==> config.mk <==
export PLATFORM = sky130hd
export DESIGN_NAME = uart_tx_frame
export DESIGN_NICKNAME = d
export VERILOG_FILES = /design/src/rtl/uart_pkg.sv /design/src/rtl/uart_tx_fifo.sv /design/src/rtl/uart_tx_frame.sv
export SDC_FILE = /design/constraint.sdc
export NUM_CORES = 1
export LEC_CHECK = 0
export ABC_AREA = 1
export CORE_UTILIZATION = 45
export DETAILED_ROUTE_END_ITERATION = 6
export SYNTH_ARGS = -nofsm -noshare
export SYNTH_HDL_FRONTEND = slang
export SYNTH_SLANG_ARGS = --single-unit
==> constraint.sdc <==
create_clock -name baud_clk -period 4.8 [get_ports baud_clk]
set_clock_uncertainty 0.05 [all_clocks]
set_input_delay 0.72 -clock baud_clk [delete_from_list [all_inputs] [get_ports baud_clk]]
set_output_delay 0.72 -clock baud_clk [all_outputs]
set_load 0.005 [all_outputs]
==> src/rtl/uart_pkg.sv <==
// Shared types and helpers for the parametrised UART transmitter.
package uart_pkg;

    typedef enum logic [2:0] {
        IDLE,
        START,
        DATA,
        PARITY,
        STOP1,
        STOP2,
        BREAK,
        BRK_MARK
    } tx_state_t;

    localparam logic MARK  = 1'b1;
    localparam logic SPACE = 1'b0;

    localparam int unsigned MAX_DATA_W = 9;

    // Per-frame line configuration captured when a frame starts.
    typedef struct packed {
        logic par_en;
        logic par_odd;
        logic stop2;
    } frame_cfg_t;

    // Even parity over the data word, inverted for odd parity.
    function automatic logic calc_parity(input logic [MAX_DATA_W-1:0] data,
                                         input logic                  odd);
        return (^data) ^ odd;
    endfunction

endpackage

==> src/rtl/uart_tx_fifo.sv <==
// Register-array FIFO buffering words ahead of the transmit shifter.
module uart_tx_fifo #(
    parameter int unsigned DATA_W     = 8,
    parameter int unsigned FIFO_DEPTH = 4
) (
    input  logic                            baud_clk,
    input  logic                            rst_n,
    input  logic                            push,
    input  logic                            pop,
    input  logic [DATA_W-1:0]               din,
    output logic [DATA_W-1:0]               dout,
    output logic                            full,
    output logic                            empty,
    output logic [$clog2(FIFO_DEPTH):0]     level
);

    localparam int unsigned PTR_W = $clog2(FIFO_DEPTH);
    localparam int unsigned LVL_W = PTR_W + 1;

    logic [DATA_W-1:0] r_mem [FIFO_DEPTH];
    logic [PTR_W-1:0]  r_wr_ptr;
    logic [PTR_W-1:0]  r_rd_ptr;
    logic [LVL_W-1:0]  r_level;
    logic              r_full;
    logic              w_do_pop;
    logic              w_do_push;
    logic [LVL_W-1:0]  w_level_nxt;

    // A full FIFO still accepts a push when a pop frees a slot on the same edge.
    assign w_do_pop  = pop && (r_level != '0);
    assign w_do_push = push && (!r_full || w_do_pop);

    always_comb begin
        w_level_nxt = r_level;
        case ({w_do_push, w_do_pop})
            2'b10:   w_level_nxt = r_level + LVL_W'(1);
            2'b01:   w_level_nxt = r_level - LVL_W'(1);
            default: w_level_nxt = r_level;
        endcase
    end

    always_ff @(posedge baud_clk or negedge rst_n) begin
        if (!rst_n) begin
            r_wr_ptr <= '0;
            r_rd_ptr <= '0;
            r_level  <= '0;
            r_full   <= 1'b0;
        end else begin
            if (w_do_push) r_wr_ptr <= r_wr_ptr + PTR_W'(1);
            if (w_do_pop)  r_rd_ptr <= r_rd_ptr + PTR_W'(1);
            r_level <= w_level_nxt;
            r_full  <= (w_level_nxt == LVL_W'(FIFO_DEPTH));
        end
    end

    always_ff @(posedge baud_clk) begin
        if (w_do_push) r_mem[r_wr_ptr] <= din;
    end

    assign dout  = r_mem[r_rd_ptr];
    assign full  = r_full;
    assign empty = (r_level == '0);
    assign level = r_level;

endmodule

==> src/rtl/uart_tx_frame.sv <==
// Buffered UART transmitter: configurable data width, parity, stop bits and
// line break; frames go out back-to-back, one line bit per baud_clk cycle.
module uart_tx_frame
    import uart_pkg::*;
#(
    parameter int unsigned DATA_W     = 8,
    parameter int unsigned FIFO_DEPTH = 4,
    parameter int unsigned LVL_W      = $clog2(FIFO_DEPTH) + 1
) (
    input  logic              baud_clk,
    input  logic              rst_n,
    input  logic              tx_start,
    input  logic [DATA_W-1:0] tx_data,
    input  logic              parity_en,
    input  logic              parity_odd,
    input  logic              stop2,
    input  logic              break_req,
    input  logic              err_clr,
    output logic              uart_tx,
    output logic              tx_busy,
    output logic              tx_done,
    output logic              tx_full,
    output logic [LVL_W-1:0]  fifo_level,
    output logic              error
);

    localparam int unsigned CNT_W = $clog2(DATA_W);

    tx_state_t         r_state;
    tx_state_t         w_state_nxt;
    logic [DATA_W-1:0] r_shift;
    logic [DATA_W-1:0] w_shift_nxt;
    logic [CNT_W-1:0]  r_bit_cnt;
    logic [CNT_W-1:0]  w_cnt_nxt;
    frame_cfg_t        r_cfg;
    frame_cfg_t        w_cfg_nxt;
    logic              r_par_bit;
    logic              w_par_nxt;
    logic              w_frame_start;
    logic              w_pop;
    logic              w_line_nxt;
    logic              w_done_nxt;
    logic              w_overflow;

    logic              r_tx;
    logic              r_busy;
    logic              r_done;
    logic              r_error;

    logic [DATA_W-1:0] w_fifo_dout;
    logic              w_fifo_full;
    logic              w_fifo_empty;
    logic [LVL_W-1:0]  w_fifo_level;

    uart_tx_fifo #(
        .DATA_W     (DATA_W),
        .FIFO_DEPTH (FIFO_DEPTH)
    ) u_fifo (
        .baud_clk (baud_clk),
        .rst_n    (rst_n),
        .push     (tx_start),
        .pop      (w_pop),
        .din      (tx_data),
        .dout     (w_fifo_dout),
        .full     (w_fifo_full),
        .empty    (w_fifo_empty),
        .level    (w_fifo_level)
    );

    always_ff @(posedge baud_clk or negedge rst_n) begin
        if (!rst_n) r_state <= IDLE;
        else        r_state <= w_state_nxt;
    end

    // Next state, datapath updates and the line value of the state being entered.
    always_comb begin
        w_state_nxt   = r_state;
        w_shift_nxt   = r_shift;
        w_cnt_nxt     = r_bit_cnt;
        w_cfg_nxt     = r_cfg;
        w_par_nxt     = r_par_bit;
        w_frame_start = 1'b0;
        w_pop         = 1'b0;
        w_line_nxt    = MARK;
        w_done_nxt    = 1'b0;

        case (r_state)
            IDLE:     w_frame_start = 1'b1;
            START: begin
                w_state_nxt = DATA;
                w_cnt_nxt   = '0;
            end
            DATA: begin
                if (r_bit_cnt == CNT_W'(DATA_W - 1)) begin
                    w_state_nxt = r_cfg.par_en ? PARITY : STOP1;
                end else begin
                    w_shift_nxt = r_shift >> 1;
                    w_cnt_nxt   = r_bit_cnt + CNT_W'(1);
                end
            end
            PARITY:   w_state_nxt = STOP1;
            STOP1: begin
                if (r_cfg.stop2) w_state_nxt   = STOP2;
                else             w_frame_start = 1'b1;
            end
            STOP2:    w_frame_start = 1'b1;
            BREAK:    if (!break_req) w_state_nxt = BRK_MARK;
            BRK_MARK: w_frame_start = 1'b1;
            default:  w_state_nxt = IDLE;
        endcase

        // Frame boundary: a break request outranks buffered data.
        if (w_frame_start) begin
            if (break_req) begin
                w_state_nxt = BREAK;
            end else if (!w_fifo_empty) begin
                w_pop       = 1'b1;
                w_shift_nxt = w_fifo_dout;
                w_cfg_nxt   = '{par_en: parity_en, par_odd: parity_odd, stop2: stop2};
                w_par_nxt   = calc_parity(MAX_DATA_W'(w_fifo_dout), parity_odd);
                w_state_nxt = START;
            end else begin
                w_state_nxt = IDLE;
            end
        end

        case (w_state_nxt)
            START, BREAK: w_line_nxt = SPACE;
            DATA:         w_line_nxt = w_shift_nxt[0];
            PARITY:       w_line_nxt = w_par_nxt;
            default:      w_line_nxt = MARK;
        endcase

        w_done_nxt = (w_state_nxt == STOP2) ||
                     ((w_state_nxt == STOP1) && !w_cfg_nxt.stop2);
    end

    assign w_overflow = tx_start && w_fifo_full && !w_pop;

    always_ff @(posedge baud_clk or negedge rst_n) begin
        if (!rst_n) begin
            r_shift   <= '0;
            r_bit_cnt <= '0;
            r_cfg     <= '0;
            r_par_bit <= 1'b0;
            r_tx      <= MARK;
            r_busy    <= 1'b0;
            r_done    <= 1'b0;
            r_error   <= 1'b0;
        end else begin
            r_shift   <= w_shift_nxt;
            r_bit_cnt <= w_cnt_nxt;
            r_cfg     <= w_cfg_nxt;
            r_par_bit <= w_par_nxt;
            r_tx      <= w_line_nxt;
            r_busy    <= (w_state_nxt != IDLE);
            r_done    <= w_done_nxt;
            // A new overflow wins over a simultaneous clear.
            r_error   <= w_overflow | (r_error & ~err_clr);
        end
    end

    assign uart_tx    = r_tx;
    assign tx_busy    = r_busy;
    assign tx_done    = r_done;
    assign tx_full    = w_fifo_full;
    assign fifo_level = w_fifo_level;
    assign error      = r_error;

endmodule

# Word level (Yosys, flattened, before mapping)
# Memories as Yosys holds them, arrays and structs flattened.
# Cells that the tools add are included.
dict set report word_totals {
  ff_bits 29
  latchBits 0
  ramBits 32
  rom_bits 0
  input_bits 16
  output_inout_bits 8
  elab_cells 94
  n_memories 1
}
dict set report classes {
  addsub 5
  mul 0
  div 0
  magnitude_cmp 0
  n_eq_ne 18
  n_shift 0
  muxes 30
  bitwise_logic 6
  reduce_logical 20
}
# name depth width rd rd_clocked_by_memory_dff write_ports line
set memory_table {}
lappend memory_table {u_fifo.r_mem 4 8 1 0 1 uart_tx_fifo.sv:20} ;# logic [DATA_W-1:0] r_mem [FIFO_DEPTH];
# op n
set op_table {}
lappend op_table {{$mux W8} 5}
lappend op_table {{$eq A3 B3 Y1 const B} 9}
lappend op_table {{$mux W3} 7}
lappend op_table {{$pmux W3 S5} 1}
lappend op_table {{$mux W1} 13}
lappend op_table {{$eq A3 B2 Y1 const B} 4}
lappend op_table {{$pmux W3 S2} 2}
lappend op_table {{$reduce_xor A9 Y1} 1}
lappend op_table {{$add A3 B1 Y3 const B} 2}
lappend op_table {{$eq A3 B1 Y1 const B} 2}
lappend op_table {{$logic_not A3 Y1} 2}
lappend op_table {{$reduce_bool A3 Y1} 2}
lappend op_table {{$logic_and A1 B1 Y1} 5}
lappend op_table {{$add A2 B1 Y2 const B} 2}
lappend op_table {{$logic_not A1 Y1} 3}
lappend op_table {{$not A1 Y1} 3}
lappend op_table {{$pmux W1 S3} 1}
lappend op_table {{$reduce_and A3 Y1} 1}
lappend op_table {{$reduce_or A3 Y1} 1}
lappend op_table {{$sub A3 B1 Y3 const B} 1}
lappend op_table {{$eq A2 B1 Y1 const B} 1}
lappend op_table {{$eq A2 B2 Y1 const B} 1}
lappend op_table {{$logic_or A1 B1 Y1} 2}
lappend op_table {{$ne A2 B2 Y1 const B} 1}
lappend op_table {{other kinds (7)} 7}

# Depth between registers and ports, before layout
# Gate-level depths: netlist (run 1).
dict set report logic_depth {
  word_depth 10
  depth_mapped 17
  mapped_depth_nobuf 16
}

# Hierarchy
# From an unflattened synthesis (run 1), not the netlist that was laid out.
dict set report unflattened {
  cells_unflattened 295
  hier_area_um2 2930.3
}
# mod instances cells_per_inst area_each_um2
set by_module_without_submodules {}
lappend by_module_without_submodules {uart_tx_fifo 1 137 1695.4}
lappend by_module_without_submodules {uart_tx_frame 1 158 1234.9}

# Worst setup path before layout (run 1)
# No wires, ideal clock.
dict set report synth_timing {
  path_type {input-to-reg}
  startpoint {input break_req}
  endpoint {register u_fifo.r_full (netlist: u_fifo.full)}
  setup_time_ns 0.088
  arrival_ns 2.374
  path_slack_ns 2.288
  stages 9
  cell_sequence {nor3_4 > buf_2 > ha_1 > inv_1 > fa_1 > a21oi_1 > o21ai_0 > xnor2_1 > nor3b_1}
}
dict set report synth_between {
  elab_chain_cells 8
}
# element line
set synth_rtl {}
lappend synth_rtl {{start, declared} uart_tx_frame.sv:17} ;# input logic break_req,
lappend synth_rtl {{$mux W1 (*)} uart_tx_frame.sv:114} ;# if (break_req) begin
lappend synth_rtl {{$mux W1 (*)} uart_tx_frame.sv:113} ;# if (w_frame_start) begin
lappend synth_rtl {{$logic_and A1 B1 Y1 (*)} uart_tx_fifo.sv:30} ;# assign w_do_pop = pop && (r_level != '0);
lappend synth_rtl {{net u_fifo.w_do_pop} uart_tx_fifo.sv:25} ;# logic w_do_pop;
lappend synth_rtl {{$logic_or A1 B1 Y1} uart_tx_fifo.sv:31} ;# assign w_do_push = push && (!r_full || w_do_pop);
lappend synth_rtl {{$logic_and A1 B1 Y1} uart_tx_fifo.sv:31}
lappend synth_rtl {{$eq A2 B1 Y1 or $eq A2 B2 Y1 (tied branches)} uart_tx_fifo.sv:35} ;# case ({w_do_push, w_do_pop})
lappend synth_rtl {{$pmux W3 S2 (*)} uart_tx_fifo.sv:35}
lappend synth_rtl {{net u_fifo.w_level_nxt[2]} uart_tx_fifo.sv:27} ;# logic [LVL_W-1:0] w_level_nxt;
lappend synth_rtl {{$eq A3 B3 Y1 (*)} uart_tx_fifo.sv:52} ;# r_full <= (w_level_nxt == LVL_W'(FIFO_DEPTH));
lappend synth_rtl {{end signal, assigned} uart_tx_fifo.sv:52}
lappend synth_rtl {{end, declared} uart_tx_fifo.sv:24} ;# logic r_full;
# Mark *: on every way through the listed nets, which the timed path passes. The rest lies on a longest branch.
# A chain may end at the register's enable or synchronous reset.

# Worst setup path after layout (run 1)
dict set report layout_timing {
  startpoint {input break_req}
  endpoint {register u_fifo.r_full (netlist: u_fifo.full)}
}
dict set report layout_between {
  elab_chain_cells 8
}
# element line
set layout_rtl {}
lappend layout_rtl {{$mux W1 (*)} uart_tx_frame.sv:114}
lappend layout_rtl {{$mux W1 (*)} uart_tx_frame.sv:113}
lappend layout_rtl {{$logic_and A1 B1 Y1 (*)} uart_tx_fifo.sv:30}
lappend layout_rtl {{$logic_or A1 B1 Y1} uart_tx_fifo.sv:31}
lappend layout_rtl {{$logic_and A1 B1 Y1} uart_tx_fifo.sv:31}
lappend layout_rtl {{$eq A2 B1 Y1 or $eq A2 B2 Y1 (tied branches)} uart_tx_fifo.sv:35}
lappend layout_rtl {{$pmux W3 S2 (*)} uart_tx_fifo.sv:35}
lappend layout_rtl {{net u_fifo.w_level_nxt[2]} uart_tx_fifo.sv:27}
lappend layout_rtl {{$eq A3 B3 Y1 (*)} uart_tx_fifo.sv:52}
# Marked as above.

==> results of run 1 <==
==> synthesized netlist by cell type <==
cell type	n
nand2_1	92
edfxtp_1	32
inv_1	32
nand3_1	32
dfrtp_1	28
nor2_1	17
o21ai_0	15
a21oi_1	9
ha_1	7
inv_2	5
nor3_1	4
buf_2	3
a211oi_1	2
a31oi_1	2
buf_4	2
buf_6	2
nand2_2	2
xnor2_1	2
xor2_1	2
a211oi_2	1
clkbuf_1	1
clkinv_1	1
dfstp_2	1
fa_1	1
inv_4	1
nor2_2	1
nor3_4	1
nor3b_1	1
o21a_1	1
o21ai_1	1
o21ai_2	1
o311ai_0	1
or2_2	1
==> final cells by class <==
cell class              count  area (µm²)  area share, %
clock buffers               9         124           3.69
flip-flops and latches     61        1690           50.2
well taps                  75        93.8           2.79
repair buffers             25         245           7.30
clock inverters             7        90.1           2.68
multi-input cells         196         971           28.9
inverters                  39         149           4.43
==> registers in the layout, indices dropped and copies added (netlist names), 2 cells and up <==
signal and flops:
u_fifo.level 3, u_fifo.r_wr_ptr 2, u_fifo.r_mem 32, r_state 3
r_bit_cnt 3, u_fifo.r_rd_ptr 2, r_cfg 2, r_shift 8
==> kinds of logic (layout without fill, tap and decap cells) <==
| kind of cell | after synthesis | in the layout |
|---|---|---|
| adder cells (fa/ha/maj) | 8 | 8 |
| XOR/XNOR | 4 | 4 |
| AO/OA/AOI/OAI | 33 | 33 |
| buffers and inverters | 47 | 80 |
| flip-flops | 61 | 61 |
| AND/OR/NAND/NOR | 151 | 151 |
==> power by group through the flow <==
stage,sequential (mW),clock (mW),combinational (mW)
final,0.846,0.485,0.938
after floorplan,0.804,0,0.758
after global routing,0.870,0.522,1.09
after CTS,0.848,0.499,0.949
after detailed placement,0.857,0,0.948
after global placement,0.857,0,0.931
==> stage by stage <==
stage / cell area, µm² / util [%] / power, mW
floorplan: 2860 / - / 1.56
global placement: 3150 / 52.2 / 1.79
detailed placement: 3150 / 52.2 / 1.81
CTS: 3360 / 55.8 / 2.30
global route: 3360 / 55.8 / 2.49
finish: 3360 / 55.8 / 2.27
==> critical path, delay by kind of cell <==
kind                     cells  cell delay (ns)
XOR/XNOR                     1             0.19
AO/OA/AOI/OAI                2             0.26
buffers and inverters        4             1.02
AND/OR/NAND/NOR              4             0.55
adder cells (fa/ha/maj)      2             0.57
==> worst paths after layout <==
path	to	slack, ns
max	u_fifo.full	1.68
min	r_cfg[2]	0.44
max reg2reg	u_fifo.full	1.85
min reg2reg	r_cfg[2]	0.44
max in group asynchronous	uart_tx	3.67
min in group asynchronous	r_bit_cnt[0]	0.73
==> metal layers <==
layer	global-route usage, %	part of all wire (%)	up-vias	wire length [µm]
li1	-	-	1048	-
met1	21.9	46	901	2400
met2	28.2	49	23	2550
met3	4.56	3.3	6	169
met4	10.2	1.5	0	76
met5	0	0	-	0
==> impl_results.md, run 1 <==
* Status: finished, final reports clean
* Slew HR at 46.1%
* Layout cell share with drive strength beyond 1 at 9.20%
* XOR/XNOR Fraction of Synth Area at 1.22%
* Max stage delay on crit path at 0.56 ns
* HP Class: register to register
* Final setup TNS at 0 ns
* Setup bufs post-CTS at 0
* Period minus WS final at 3.12 ns
* Clock tree sinks at 61
* Post-CTS Hold Buffers at 0
* Synth area leaders: edfxtp_1, dfrtp_1, nand2_1, nand3_1, inv_1
* Crit-path most repeated cell: nand2_1
* Vias/cell at 4.80
* Syn Nets at 328
* Initial antenna violation count at 0
* CP Class: primary input to register
* Area share of and/or/nand/nor cells after synthesis at 22.3%
* Switching share of total power at 39.8%
* Setup repair after global routing missed its margin: false
* Nets at 356
* Hold path start: r_cfg[2]
* Slowest cell on crit path: clkdlybuf4s50_1
* Critical path arrival at 3.30 ns
* Die span in y at 81.8 µm
* Root Driver: clkbuf_8
* Layout area overhead at 17.3%
* CP startpoint: break_req
* Startpoint Class: primary input
* Critical Path Fanout Max at 18
* Reg2reg start: u_fifo.level[0]
* Placed cells at 396
* Seq/Total Area, Yosys at 58.9%
* DRC Markers at 0
* Multiplexer share of the synthesized area at 0%
* Register share of total power at 37.3%
* Clock power share at 21.4%
* Synth cell types at 33
* IO buf count at 23
* # Max-Cap Violations at 0
* Adder-cell area share of the yosys netlist at 3.76%
* Final wirelength at 5200 µm
* First-pass DRT Iterations at 4
* Most frequent cells in the layout: nand2_1, inv_1, nand3_1, edfxtp_1, dfrtp_1
* Io pins at 24
* Routed WL per cell at 12.6 µm
* Crit path cell chain: clkdlybuf4s50_1 > nor3_4 > buf_4 > inv_2 > nand2_1 > nand2_1 > ha_1 > inv_1 > fa_1 > a21oi_1 > o21ai_0 > xnor2_1 > nor3b_1
* Resized Gates After CTS at 0
* Final setup viols at 0
* Worst Tran Pin Value at 0.805 ns
* Final Hold Fails at 0
* Clock transition at the registers of the reported paths at 0.07 ns
* Cell area after synthesis at 2860 µm²
* Fin cells at 412
* Combinational family with the most area after synthesis: simple AND/OR/NAND/NOR gates
* Worst Path Required at 4.99 ns
* Worst r2r path cells at 13
* Slack of the critical path at 1.68 ns
* GPL Wtd Cong at 0.772
* Initial Util at 47.5%
* VDD IR-drop max at 316 µV
* Internal Power at 1.37 mW
* Combinational share of power at 41.3%
* Fin. max-slew vios at 0
* FMAX at 321 MHz
* Period utilisation layout at 64.9%
* First-pass GRT wire length at 8470 µm
* Sw Pwr at 0.902 mW
* Fill cell count at 524
* Top cell type's share of synthesized area at 33.6%
* Most common cell after layout, fill and taps aside: nand2_1
* CTS buffer count at 9
* Die Wd at 81.8 µm
* GRT Residual Overflow at 0
* Hold path depth at 2
* Syn avg cell area at 9.42 µm²
* Lkg Pwr at 1.49 nW
* Hold slack at 0.443 ns
* Placeable Area at 6030 µm²
* Row count at 28
* Pwr dens at 675 nW/µm²
* Pre-CTS setup slack at 1.34 ns
* Synth area leader: edfxtp_1
* Clock Latency Late Sink at 0.32 ns
* Number of global-route vias before repair at 1,814
* Ys Warns at 0
* CTS tree: yes
* Synthesized flop and latch total at 61
* Largest net degree at the start of global routing at 30
* Dpl hpwl at 3640 µm
* Die Area at 6690 µm²
* Syn Inst Count at 304
* ANT nets after route at 0
* # diodes at 0
* Endpoint class of the critical path: register
* Global-route usage over all layers at 17.8%
* Compound-gate portion of the synthesized area at 6.64%
* CTS HTree Levels at 3
* DR iter-0 viols at 76
* Vias post-DR at 1,978
* Max Buffers Root-to-Sink at 2
(Power assumes the default switching activity.)
==> run 2, diff against run 1 <==
--- a/config.mk
+++ b/config.mk
@@ -8,6 +8,7 @@
 export ABC_AREA = 1
 export CORE_UTILIZATION = 45
 export DETAILED_ROUTE_END_ITERATION = 6
+export PLACE_DENSITY = 0.67
 export SYNTH_ARGS = -nofsm -noshare
 export SYNTH_HDL_FRONTEND = slang
 export SYNTH_SLANG_ARGS = --single-unit
==> constraint.sdc (replaced) <==
create_clock -name baud_clk -period 2.8 [get_ports baud_clk]
set_clock_uncertainty 0.05 [all_clocks]
set_input_delay 0.42 -clock baud_clk [delete_from_list [all_inputs] [get_ports baud_clk]]
set_output_delay 0.42 -clock baud_clk [all_outputs]
set_load 0.005 [all_outputs]
==> impl_results.md, run 2 (same netlist as run 1, synthesis figures left out) <==
* Final wirelength at 4980 µm
* Die span in y at 81.8 µm
* Setup bufs post-CTS at 0
* IO buf count at 23
* Layout area overhead at 18.4%
* Vias/cell at 4.86
* Initial antenna violation count at 0
* FMAX at 418 MHz
* Fin. max-slew vios at 0
* Placeable Area at 6030 µm²
* Power after layout at 3.83 mW
* Setup repair after global routing missed its margin: false
* Reg with most FFs: u_fifo.r_mem
* Post-CTS Hold Buffers at 0
* GPL Wtd Cong at 0.787
* CTS tree: yes
* ANT nets after route at 0
* CP Class: register to register
* VDD IR-drop max at 555 µV
* Dpl hpwl at 3610 µm
* Root Driver: clkbuf_8
* Endpoint class of the critical path: register
* Slew HR at 62.0%
* Row count at 28
* DR iter-0 viols at 79
* Max Buffers Root-to-Sink at 2
* Critical path arrival at 2.59 ns
* Vias post-DR at 2,036
* Die Wd at 81.8 µm
* Routed WL per cell at 11.9 µm
* Critical Path Fanout Max at 4
* CTS HTree Levels at 3
* Die Area at 6690 µm²
* DRC Markers at 0
* Final setup TNS at 0 ns
* Period utilisation layout at 85.5%
* Io pins at 24
* First-pass DRT Iterations at 4
* HP Class: primary input to asynchronous set/reset pin
* Number of global-route vias before repair at 1,910
* Layout cell share with drive strength beyond 1 at 10.5%
* Initial Util at 47.5%
* Period minus WS final at 2.39 ns
* # diodes at 0
* Startpoint Class: register
* Clock Latency Late Sink at 0.34 ns
* Clock tree sinks at 61
* Max reg flops at 32
* FF/Latch Area at 1690 µm²
* Reg2reg start: u_fifo.level[0]
* CTS buffer count at 9
* Most frequent cells in the layout: nand2_1, inv_1, nand3_1, edfxtp_1, dfrtp_1
* Pre-CTS setup slack at 0.141 ns
* Status: finished, final reports clean
* Worst Tran Pin Value at 0.569 ns
* CP startpoint: u_fifo.level[0]
* Most common cell after layout, fill and taps aside: nand2_1
* Fill cell count at 559
* Largest net degree at the start of global routing at 30
* Final setup viols at 0
* Top Registers: u_fifo.r_mem x32, r_shift x8
* Worst r2r path cells at 12
* Clock transition at the registers of the reported paths at 0.06 ns
* First-pass GRT wire length at 8460 µm
* Slack of the critical path at 0.406 ns
* Lkg Pwr at 1.52 nW
* # Max-Cap Violations at 0
* Pwr dens at 1130 nW/µm²
* Resized Gates After CTS at 0
* Nets at 363
* GRT Residual Overflow at 0
* Global-route usage over all layers at 17.6%
* Final Hold Fails at 0
* Area of the multi-input gates at 971 µm²
* Worst Path Required at 3.00 ns
==> run 2: cell type report <==
| cell class | instances | share of cell area, % |
|---|---|---|
| Timing Repair Buffer | 32 | 8.78 |
| Clock buffer | 11 | 4.17 |
| Inverter | 39 | 4.39 |
| Multi-Input combinational cell | 196 | 28.6 |
| Sequential cell | 61 | 49.8 |
| Tap cell | 75 | 2.77 |
| Clock inverter | 5 | 1.48 |
==> run 2: through the flow <==
step	area, µm²	cells	util [%]	hold slack (ns)
after floorplan	2860	304	-	0.0744
after global placement	3200	403	53.1	0.409
after detailed placement	3200	403	53.1	0.422
after CTS	3390	419	56.3	0.423
after global routing	3390	419	56.3	0.448
final	3390	419	56.3	0.424
==> run 2: final timing paths <==
path                           endpoint  slack, ns
max in group asynchronous       uart_tx       1.97
min in group baud_clk          r_cfg[2]       0.43
min reg2reg                    r_cfg[2]       0.43
min                        r_bit_cnt[2]       0.42
max reg2reg                 u_fifo.full       0.41
max                         u_fifo.full       0.41
==> run 2: critical path, stage by stage (launching register included) <==
cell and delay (ns):
dfrtp_1 0.41, nor3_1 0.34, nor3_4 0.10, inv_2 0.06, nand2_1 0.04, nand2_1 0.08
ha_1 0.14, inv_1 0.06, fa_1 0.37, a21oi_1 0.14, o21ai_0 0.12, xnor2_1 0.17
nor3b_1 0.21
==> run 2: where the power goes <==
group / leakage [nW] / internal (mW) / switching, mW
combinational: 0.781 / 0.639 / 1.01
clock: 0.0944 / 0.427 / 0.318
sequential: 0.642 / 1.25 / 0.183
total: 1.52 / 2.31 / 1.51
==> run 2: layer usage <==
layer | global-route usage (%) | up-vias | share of wire (%) | routed length (µm)
li1 | - | 1061 | - | -
met4 | 7.89 | 0 | 1.4 | 72
met5 | 0 | - | 0 | 0
met2 | 29.6 | 24 | 49 | 2460
met1 | 20.6 | 942 | 45 | 2260
met3 | 5.33 | 9 | 3.7 | 184
==> RTL edit 1, RTL diff (flow settings as in run 1) <==
Re-encode `tx_state_t` (8 states) as Gray code, 3 bits wide.
--- a/src/rtl/uart_pkg.sv
+++ b/src/rtl/uart_pkg.sv
@@ -3,12 +3,12 @@
 
     typedef enum logic [2:0] {
-        IDLE,
-        START,
-        DATA,
-        PARITY,
-        STOP1,
-        STOP2,
-        BREAK,
-        BRK_MARK
+        IDLE     = 3'b000,
+        START    = 3'b001,
+        DATA     = 3'b011,
+        PARITY   = 3'b010,
+        STOP1    = 3'b110,
+        STOP2    = 3'b111,
+        BREAK    = 3'b101,
+        BRK_MARK = 3'b100
     } tx_state_t;
 
Check against the original RTL: no difference found for any inputs over 10 cycles, from zero or initial values and one cycle with rst_n low; not proved beyond that.
==> RTL edit 1 against run 1 <==
Cell area is 1.7% higher; wire length is 1.3% higher; sequential cell count unchanged; power grew 1.6%; worst hold slack worse by 0.0062 ns; count of clock-buffer cells in the layout up 2; setup slack gained 0.36 ns; register-to-register slack improved by 0.30 ns; sequential share of layout area shrank 0.83 points; final cell count is 0.73% lower; area after synthesis increased by 3.6%; largest cell class unchanged.
==> RTL edit 1: results (changes against run 1) <==
status -> complete, no violations
synth unique cells -> 38 (+15%)
first-pass GRT wire length -> 8910 µm (+5.2%)
Fill cells -> 586 (+12%)
Multi-input gate area -> 1070 µm² (+11%)
met3 WL -> 174 µm (+3.0%)
Non-clock buffers, area share -> 6.96% (-0.34 points)
DP Worst Slack -> 1.66 ns (+0.315 ns)
RePlAce Congestion -> 0.832 (+7.8%)
Placed Instances -> 393 (-0.76%)
share of post-route cells with drive strength above 1 -> 14.2% (+5.0 points)
Critical Path Max Stage Delay -> 0.50 ns (-0.06 ns)
top cells by count, synth -> nand2_1, edfxtp_1, dfrtp_1, inv_1, nand3_1
Min Hold Slack -> 0.437 ns (-0.00621 ns)
top post-synthesis cells by area -> edfxtp_1, dfrtp_1, nand2_1, inv_1, ha_1
sequential fraction of the synthesis area -> 56.9% (-2.0 points)
worst slew pin tran -> 0.851 ns (+0.0461 ns)
Syn Std Cell Area -> 2970 µm² (+3.6%)
total track usage -> 17.1% (-0.66 points)
Clock-cell share -> 5.35% (-1.0 points)
VDD IR max -> 0.333 mV (+5.4%)
M2 GR Usage -> 29.0% (+0.80 points)
cell count after synthesis -> 299 (-1.6%)
post-synth top area share -> 32.4% (-1.2 points)
flop-to-flop setup slack -> 2.15 ns (+0.30 ns)
final std cells w/o fill -> 409 (-0.73%)
vias per cell -> 4.92 (+2.5%)
Worst Hold Class -> register to register
fraction of area in multi-input gates -> 31.4% (+2.5 points)
Seq cells -> 61 (unchanged)
Cell Area, Placed -> 3230 µm² (+2.8%)
met1 Use GR -> 19.5% (-2.4 points)
final net count -> 351 (-1.4%)
Routed Wire Length -> 5260 µm (+1.3%)
r2r worst-path depth -> 12 (-1)
NetSw -> 948 µW (+5.1%)
Signal buffers -> 24 (-4.0%)
syn nets -> 323 (-1.5%)
inverters -> 35 (-10%)
met3 Use GR -> 5.37% (+0.81 points)
RTL edit 1: worst max path at each step:
stage,start,end,slack (ns),cells after the start
after global routing,break_req,u_fifo.full,1.74,12
after CTS,break_req,u_fifo.full,2.04,12
after detailed placement,break_req,u_fifo.full,1.66,12
after floorplan,break_req,u_fifo.full,2.47,11
final,break_req,u_fifo.full,2.04,12
after global placement,break_req,u_fifo.full,1.72,12
RTL edit 1: power by group through the flow:
| stage | sequential (µW) | clock (µW) | combinational (µW) |
|---|---|---|---|
| floorplan | 819 | 0 | 862 |
| global placement | 879 | 0 | 1020 |
| detailed placement | 882 | 0 | 1030 |
| CTS | 873 | 432 | 1040 |
| global route | 891 | 454 | 1170 |
| finish | 870 | 419 | 1020 |
RTL edit 1: logic make-up after synthesis:
logic type,Yosys count,share of synthesized area [%]
AND/OR/NAND/NOR,152,24.9
adder cells (fa/ha/maj),8,3.63
buffers and inverters,42,6.92
XOR/XNOR,4,1.18
flip-flops,61,56.9
AO/OA/AOI/OAI,32,6.45
==> RTL edit 2, RTL diff (config.mk and constraints of run 1) <==
Made on the original files. `DATA_W` is set to 8 in 2 places; all go to 16.
--- a/src/rtl/uart_tx_fifo.sv
+++ b/src/rtl/uart_tx_fifo.sv
@@ -1,5 +1,5 @@
 // Register-array FIFO buffering words ahead of the transmit shifter.
 module uart_tx_fifo #(
-    parameter int unsigned DATA_W     = 8,
+    parameter int unsigned DATA_W     = 16,
     parameter int unsigned FIFO_DEPTH = 4
 ) (
--- a/src/rtl/uart_tx_frame.sv
+++ b/src/rtl/uart_tx_frame.sv
@@ -4,5 +4,5 @@
     import uart_pkg::*;
 #(
-    parameter int unsigned DATA_W     = 8,
+    parameter int unsigned DATA_W     = 16,
     parameter int unsigned FIFO_DEPTH = 4,
     parameter int unsigned LVL_W      = $clog2(FIFO_DEPTH) + 1
Interface: changed (resized tx_data); port bits go from 24 to 32. No check against the original RTL was run, so the function may have changed too.
==> RTL edit 2 against run 1 <==
Sequential cell count rose by 41; wire length rose by 68%; setup slack got worse by 0.027 ns; global-route usage rose by 1.0 points; cell area rose by 51%; largest power group unchanged; worst hold slack got worse by 0.044 ns; power rose by 45%; critical path depth fell by 1; die area rose by 54%; via count rose by 51%; area after synthesis rose by 56%.
==> RTL edit 2: results (changes against run 1) <==
status -> complete, no violations
Crit path arrival time -> 3.37 ns (+0.07 ns)
post-synthesis compound-gate area fraction -> 8.83% (+2.2 points)
Worst Hold Class -> input port to async pin
Cell Area, Placed -> 4870 µm² (+55%)
final net count -> 488 (+37%)
Crit path max-delay family -> simple AND/OR/NAND/NOR gates
storage element area -> 2870 µm² (+70%)
xor/xnor share of the synthesized area -> 1.35% (+0.12 points)
# port buffers -> 31 (+35%)
Placed Instances -> 575 (+45%)
met3 WL -> 180 µm (+6.5%)
syn nets -> 456 (+39%)
comb_multi_in -> 266 (+36%)
Rel. slew slack -> 42.7% (-3.4 points)
fraction of area in registers -> 56.7% (+6.5 points)
Worst Path Max Fanout -> 37 (+19)
total track usage -> 18.8% (+1.0 points)
Metal-1 WL -> 4040 µm (+68%)
flop-to-flop setup slack -> 1.81 ns (-0.04 ns)
sequential fraction of the synthesis area -> 64.4% (+5.5 points)
DP Worst Slack -> 1.24 ns (-0.106 ns)
Min Hold Slack -> 0.400 ns (-0.0438 ns)
Leakage -> 0.00208 µW (+39%)
clock slew at reported path FFs -> 0.10 ns (+0.03 ns)
RePlAce Congestion -> 0.708 (-8.3%)
met1 Use GR -> 24.0% (+2.1 points)
inverters -> 41 (+5.1%)
M2 GR Usage -> 32.4% (+4.3 points)
final std cells w/o fill -> 591 (+43%)
Clock-cell share -> 3.97% (-2.4 points)
[RTL edit 2: changes by cell type after synthesis, sizes merged, moves of 3 or more]
cell	change
a32o	+3
buf	+3
clkbuf	+5
dfrtp	+9
edfxtp	+32
nand2	+17
nand3	-4
nor2	+22
o21ai	+14
o22ai	+16
[RTL edit 2: logic make-up after synthesis]
group,Yosys count
AND/OR/NAND/NOR,186
AO/OA/AOI/OAI,67
adder cells (fa/ha/maj),7
buffers and inverters,57
flip-flops,102
XOR/XNOR,6
[RTL edit 2: power by group through the flow]
| stage | clock, µW | combinational, µW | sequential, µW |
|---|---|---|---|
| after floorplan | 0 | 1060 | 1320 |
| after global placement | 0 | 1390 | 1330 |
| after detailed placement | 0 | 1420 | 1340 |
| after CTS | 571 | 1430 | 1320 |
| after global routing | 611 | 1620 | 1350 |
| final | 557 | 1410 | 1320 |
